--- config.mk ---
export PLATFORM = sky130hd
export DESIGN_NAME = deskew_reg_block
export DESIGN_NICKNAME = d
export VERILOG_FILES = /design/src/rtl/deskew_reg_block.sv
export SDC_FILE = /design/constraint.sdc
export NUM_CORES = 1
export LEC_CHECK = 0
export CAP_MARGIN = 5
export CELL_PAD_IN_SITES_DETAIL_PLACEMENT = 0
export CELL_PAD_IN_SITES_GLOBAL_PLACEMENT = 2
export CORE_MARGIN = 2
export CORE_UTILIZATION = 24
export CTS_BUF_LIST = sky130_fd_sc_hd__clkbuf_8
export DETAILED_ROUTE_END_ITERATION = 10
export GPL_TIMING_DRIVEN = 0
export PLACE_DENSITY = 0.77
export SYNTH_ARGS = -nofsm -noshare
export SYNTH_HDL_FRONTEND = slang
export SYNTH_SLANG_ARGS = --single-unit
--- constraint.sdc ---
create_clock -name clk -period 1 [get_ports clk]
set_input_delay 0.25 -clock clk [delete_from_list [all_inputs] [get_ports clk]]
set_output_delay 0.25 -clock clk [all_outputs]
set_load 0.05 [all_outputs]
--- src/rtl/deskew_reg_block.sv ---
// Register block for the deskew engine: configuration storage, start/soft-reset
// pulses, sticky status flags with software clear, and a 1-cycle-latency read port.
module deskew_reg_block (
    input  logic        clk,
    input  logic        rst_n,
    input  logic        read_reg,
    input  logic        write_reg,
    input  logic [31:0] reg_wdata,
    output logic [31:0] reg_rdata,
    input  logic [7:0]  reg_raddr,
    input  logic [7:0]  reg_waddr,
    input  logic        mem_acc_err,
    input  logic        err_size,
    input  logic        done,
    input  logic        idle,
    output logic        mem_acc_err_ack,
    output logic        err_size_ack,
    output logic        done_ack,
    output logic [8:0]  img_w_l,
    output logic [16:0] start_addr_in,
    output logic [16:0] start_addr_out,
    output logic        start_deskew,
    output logic        soft_rst
);

    localparam logic [7:0] ADDR_CTRL     = 8'h00;
    localparam logic [7:0] ADDR_IMG      = 8'h04;
    localparam logic [7:0] ADDR_ADDR_IN  = 8'h08;
    localparam logic [7:0] ADDR_STAT     = 8'h0C;
    localparam logic [7:0] ADDR_ACK      = 8'h10;
    localparam logic [7:0] ADDR_ADDR_OUT = 8'h14;

    logic [8:0]  img_w_l_q,   img_w_l_d;
    logic [16:0] addr_in_q,   addr_in_d;
    logic [16:0] addr_out_q,  addr_out_d;
    logic        start_q,     start_d;
    logic        soft_rst_q,  soft_rst_d;
    logic [2:0]  ack_q,       ack_d;
    logic [2:0]  sticky_q,    sticky_d;
    logic [31:0] rdata_q,     rdata_d;

    logic       wr_ctrl;
    logic       wr_ack;
    logic [2:0] status_in;

    assign wr_ctrl   = write_reg && (reg_waddr == ADDR_CTRL);
    assign wr_ack    = write_reg && (reg_waddr == ADDR_ACK);
    assign status_in = {done, err_size, mem_acc_err};

    always_comb begin
        img_w_l_d  = img_w_l_q;
        addr_in_d  = addr_in_q;
        addr_out_d = addr_out_q;
        start_d    = wr_ctrl && reg_wdata[0];
        soft_rst_d = wr_ctrl && reg_wdata[1];
        ack_d      = wr_ack ? reg_wdata[2:0] : 3'b000;

        if (write_reg) begin
            case (reg_waddr)
                ADDR_IMG:      img_w_l_d  = reg_wdata[8:0];
                ADDR_ADDR_IN:  addr_in_d  = reg_wdata[16:0];
                ADDR_ADDR_OUT: addr_out_d = reg_wdata[16:0];
                default: ;
            endcase
        end

        // A clear wins over a same-cycle set; a still-high input re-sets next cycle.
        for (int i = 0; i < 3; i++) begin
            if (wr_ack && reg_wdata[i]) begin
                sticky_d[i] = 1'b0;
            end else begin
                sticky_d[i] = sticky_q[i] | status_in[i];
            end
        end

        rdata_d = rdata_q;
        if (read_reg) begin
            case (reg_raddr)
                ADDR_IMG:      rdata_d = {23'd0, img_w_l_q};
                ADDR_ADDR_IN:  rdata_d = {15'd0, addr_in_q};
                ADDR_STAT:     rdata_d = {28'd0, idle, sticky_q};
                ADDR_ADDR_OUT: rdata_d = {15'd0, addr_out_q};
                default:       rdata_d = 32'd0;
            endcase
        end
    end

    always_ff @(posedge clk or negedge rst_n) begin
        if (!rst_n) begin
            img_w_l_q  <= '0;
            addr_in_q  <= '0;
            addr_out_q <= '0;
            start_q    <= 1'b0;
            soft_rst_q <= 1'b0;
            ack_q      <= '0;
            sticky_q   <= '0;
            rdata_q    <= '0;
        end else begin
            img_w_l_q  <= img_w_l_d;
            addr_in_q  <= addr_in_d;
            addr_out_q <= addr_out_d;
            start_q    <= start_d;
            soft_rst_q <= soft_rst_d;
            ack_q      <= ack_d;
            sticky_q   <= sticky_d;
            rdata_q    <= rdata_d;
        end
    end

    assign reg_rdata       = rdata_q;
    assign img_w_l         = img_w_l_q;
    assign start_addr_in   = addr_in_q;
    assign start_addr_out  = addr_out_q;
    assign start_deskew    = start_q;
    assign soft_rst        = soft_rst_q;
    assign mem_acc_err_ack = ack_q[0];
    assign err_size_ack    = ack_q[1];
    assign done_ack        = ack_q[2];

endmodule

==> results.md <==
- Clock-pin slew on the worst setup and hold paths: 0.07 ns
- FILL cells: 1,198
- Die height: 117 µm
- Actual slew at the worst max-slew pin: 0.874 ns
- Initial antenna violation count: 0
- Min Tclk post-route: 1.73 ns
- CP cell instances: buf_6 > or4b_4 > nor4_4 > and3_1 > buf_6 > buf_12 > buf_12 > mux2_4
- Period utilisation layout: 1.73
- I/O pin cnt: 136
- Placed cell areas: 0.00449 mm²
- Final Cell Area: 0.00560 mm²
- Reg2reg start: img_w_l[7]
- Synth unique cells: 27
- Residual DRC: 0
- Worst-skew pair later-pin latency: 0.34 ns
- Site Rows: 41
- Diode count: 0
- Worst VDD drop: 0.527 mV
- Final nets: 478
- Avg Cell Area, Syn: 13.2 µm²
- Max Transition Viols Final: 0
- Max Root-Sink Buffers: 2
- Setup Skew: 0.00755 ns
- DRT Wirelength: 9.71 mm
- First-pass GRT wire length: 14.5 mm
- Routed vias/inst: 4.29
- Register area: 0.00172 mm²
- Cell family with most CP delay: simple AND/OR/NAND/NOR gates
- Mean routed wirelength per cell: 16.2 µm
- Final cell count without fillers: 599
- Setup_tns: -42.82 ns
- Number of global-route vias before repair: 2,708
- PwrDens: 1140 mW/mm²
- RR Endpoint: reg_rdata[7]
- Worst Path Arrival: 1.96 ns
- Status: finished with violations
- Multi-input gate area: 0.00146 mm²
- DR pass1 iterations: 4
- MaxCap Viol Count: 0
- Slowest cell delay on critical path: 0.54 ns
- Core area: 0.0125 mm²
- Reg2reg path depth: 4
- 1st-iter DRT viols: 70
- Flop2flop setup slack: -0.18 ns
- Static leakage: 2.65 nW
- Area of the mapped netlist: 0.00304 mm²
- Placed cells: 521
- Synth Instances: 230
- Number of clock sinks: 68
- Initial core utilization: 0.243
- Register area share after synthesis: 0.559
- Failing checks: setup timing
- Slowest stage cell, crit path: or4b_4
- Die Footprint: 0.0136 mm²
- Die Wd: 117 µm
- Post-CTS Hold Fix Bufs: 0
- Slew HR: 0.417
- HPWL after detailed placement: 6.00 mm
- CP Launch Type: primary input
- Routability cong.: 0.738
- Critical Path RT: 1.23 ns
- Bufs and invs on worst path: 4
- Largest net degree at the start of global routing: 69
- Area Overhead vs Synth: 84.0%
- H-tree depth: 3
- Final setup fails: 133
- Crit Path Category: in -> reg
- IO Port Bufs: 105
- Tot GR Track Use: 0.144
- Final hold vios: 0
- CTS tree: built
- Share of cells above drive strength 1: 0.672
- Peak Freq: 0.578 GHz
- Seq cells post-synth: 68
- Crit. path cell count: 8
- Remaining global-route overflow: 0
- CTS root buf: clkbuf_8
- Tightest Hold Check Type: in -> async
- Max FO, Critical Path: 4
- Yosys warning count: 0
- TritonCTS Buffers: 9
- RSZ-0062 raised after global routing: true
- ANT nets after route: 0
- CP endpoint kind: flop
- Post-route worst setup slack: -0.730 ns
- Via count: 2,568
[Yosys cell counts]
cell type,instances,area share
buf_2,1,0.0016
or4b_4,1,0.0045
nand3_2,1,0.0033
nor4_4,1,0.0070
o221ai_1,4,0.012
a22oi_1,17,0.042
and3b_2,1,0.0033
mux2_4,10,0.049
a31oi_1,3,0.0062
nor2_1,4,0.0049
nor3_1,2,0.0033
o22ai_1,13,0.027
mux2_2,42,0.16
and3_2,5,0.012
and3b_1,1,0.0029
buf_6,1,0.0037
conb_1,1,0.0012
o211ai_1,1,0.0025
nor2b_1,2,0.0041
buf_12,1,0.0066
buf_4,16,0.039
dfrtp_1,68,0.56
clkbuf_1,8,0.0099
nand3_1,4,0.0066
inv_1,17,0.021
and3_1,3,0.0062
nor4b_1,2,0.0058
[per-layer routing]
metal,track usage,wire length (µm),vias up,part of all wire
li1,-,-,1186,-
met1,0.180,4120,1289,0.42
met2,0.240,4820,79,0.50
met3,0.0431,634,14,0.065
met4,0.0455,134,0,0.014
met5,0,0,-,0
[cell usage in the layout, fill, tap and decap left out, types with 2 or more instances in the layout]
master	n
inv_1	21
dfrtp_1	56
clkbuf_2	3
and3_2	4
mux2_2	25
and3_4	2
buf_2	3
a22oi_2	16
buf_12	5
buf_8	6
clkdlybuf4s50_1	25
buf_4	66
o221ai_2	4
dfrtp_2	12
and3_1	2
a31oi_1	3
conb_1	15
buf_6	77
dlygate4sd2_1	3
o22ai_2	13
nor2_1	4
nand3_1	4
nor2b_1	2
clkbuf_8	13
nor4b_4	2
mux2_4	27
dlymetal6s2s_1	2
nor3_4	2
[what timing repair did]
item,4_1_cts,5_1_grt
cloned,3,0
setup buffers,52,12
setup endpoints to repair,133,133
pin swaps,21,12
resized for setup,561,13
[cells by family after synthesis]
kind of cell	after synthesis	synth area share
multiplexers	52	0.205
buffers and inverters	44	0.0822
AO/OA/AOI/OAI	38	0.0888
other	1	0.00123
flip-flops	68	0.559
AND/OR/NAND/NOR	27	0.0641
[power breakdown]
part | internal (W) | leakage [nW] | total, W | switching, W
sequential | 0.00284 | 0.907 | 0.00291 | 0.0000760
clock | 0.00118 | 0.111 | 0.00221 | 0.00102
combinational | 0.000563 | 1.63 | 0.00129 | 0.000725
total | 0.00458 | 2.65 | 0.00641 | 0.00183
[state kept, by name, summed over array words and instances, names as in the netlist]
signal          cells
ack_q               3
img_w_l             9
reg_rdata          17
soft_rst            1
start_addr_in      17
start_addr_out     17
start_deskew        1
sticky_q            3
[final cells by class]
cell class / count / share of cell area
flip-flops and latches: 68 / 0.307
clock inverters: 6 / 0.00894
multi-input cells: 132 / 0.261
repair buffers: 169 / 0.307
well taps: 172 / 0.0384
inverters: 17 / 0.0114
plain buffers: 25 / 0.0416
clock buffers: 10 / 0.0246
[worst max path at each step]
stage | startpoint | end | slack, ns
after floorplan | reg_waddr[1] | start_addr_out[10] | -0.96
after global placement | rst_n | start_addr_out[4] | -2.94
after detailed placement | reg_waddr[1] | start_addr_out[10] | -1.61
after CTS | reg_waddr[5] | start_addr_out[10] | -0.78
after global routing | reg_waddr[1] | start_addr_out[5] | -0.79
final | reg_waddr[1] | start_addr_out[3] | -0.73
[through the flow]
step           total power, W  hold WS (ns)  setup WS, ns  utilization
2_1_floorplan         0.00358       -0.0456        -0.956            -
3_3_place_gp          0.00405         0.500         -2.94        0.359
3_5_place_dp          0.00406         0.431         -1.61        0.359
4_1_cts               0.00646        0.0558        -0.784        0.442
5_1_grt               0.00665        0.0932        -0.787        0.447
6_report              0.00641        0.0202        -0.730        0.447
Note: power is estimated with default switching activity, not from simulation.
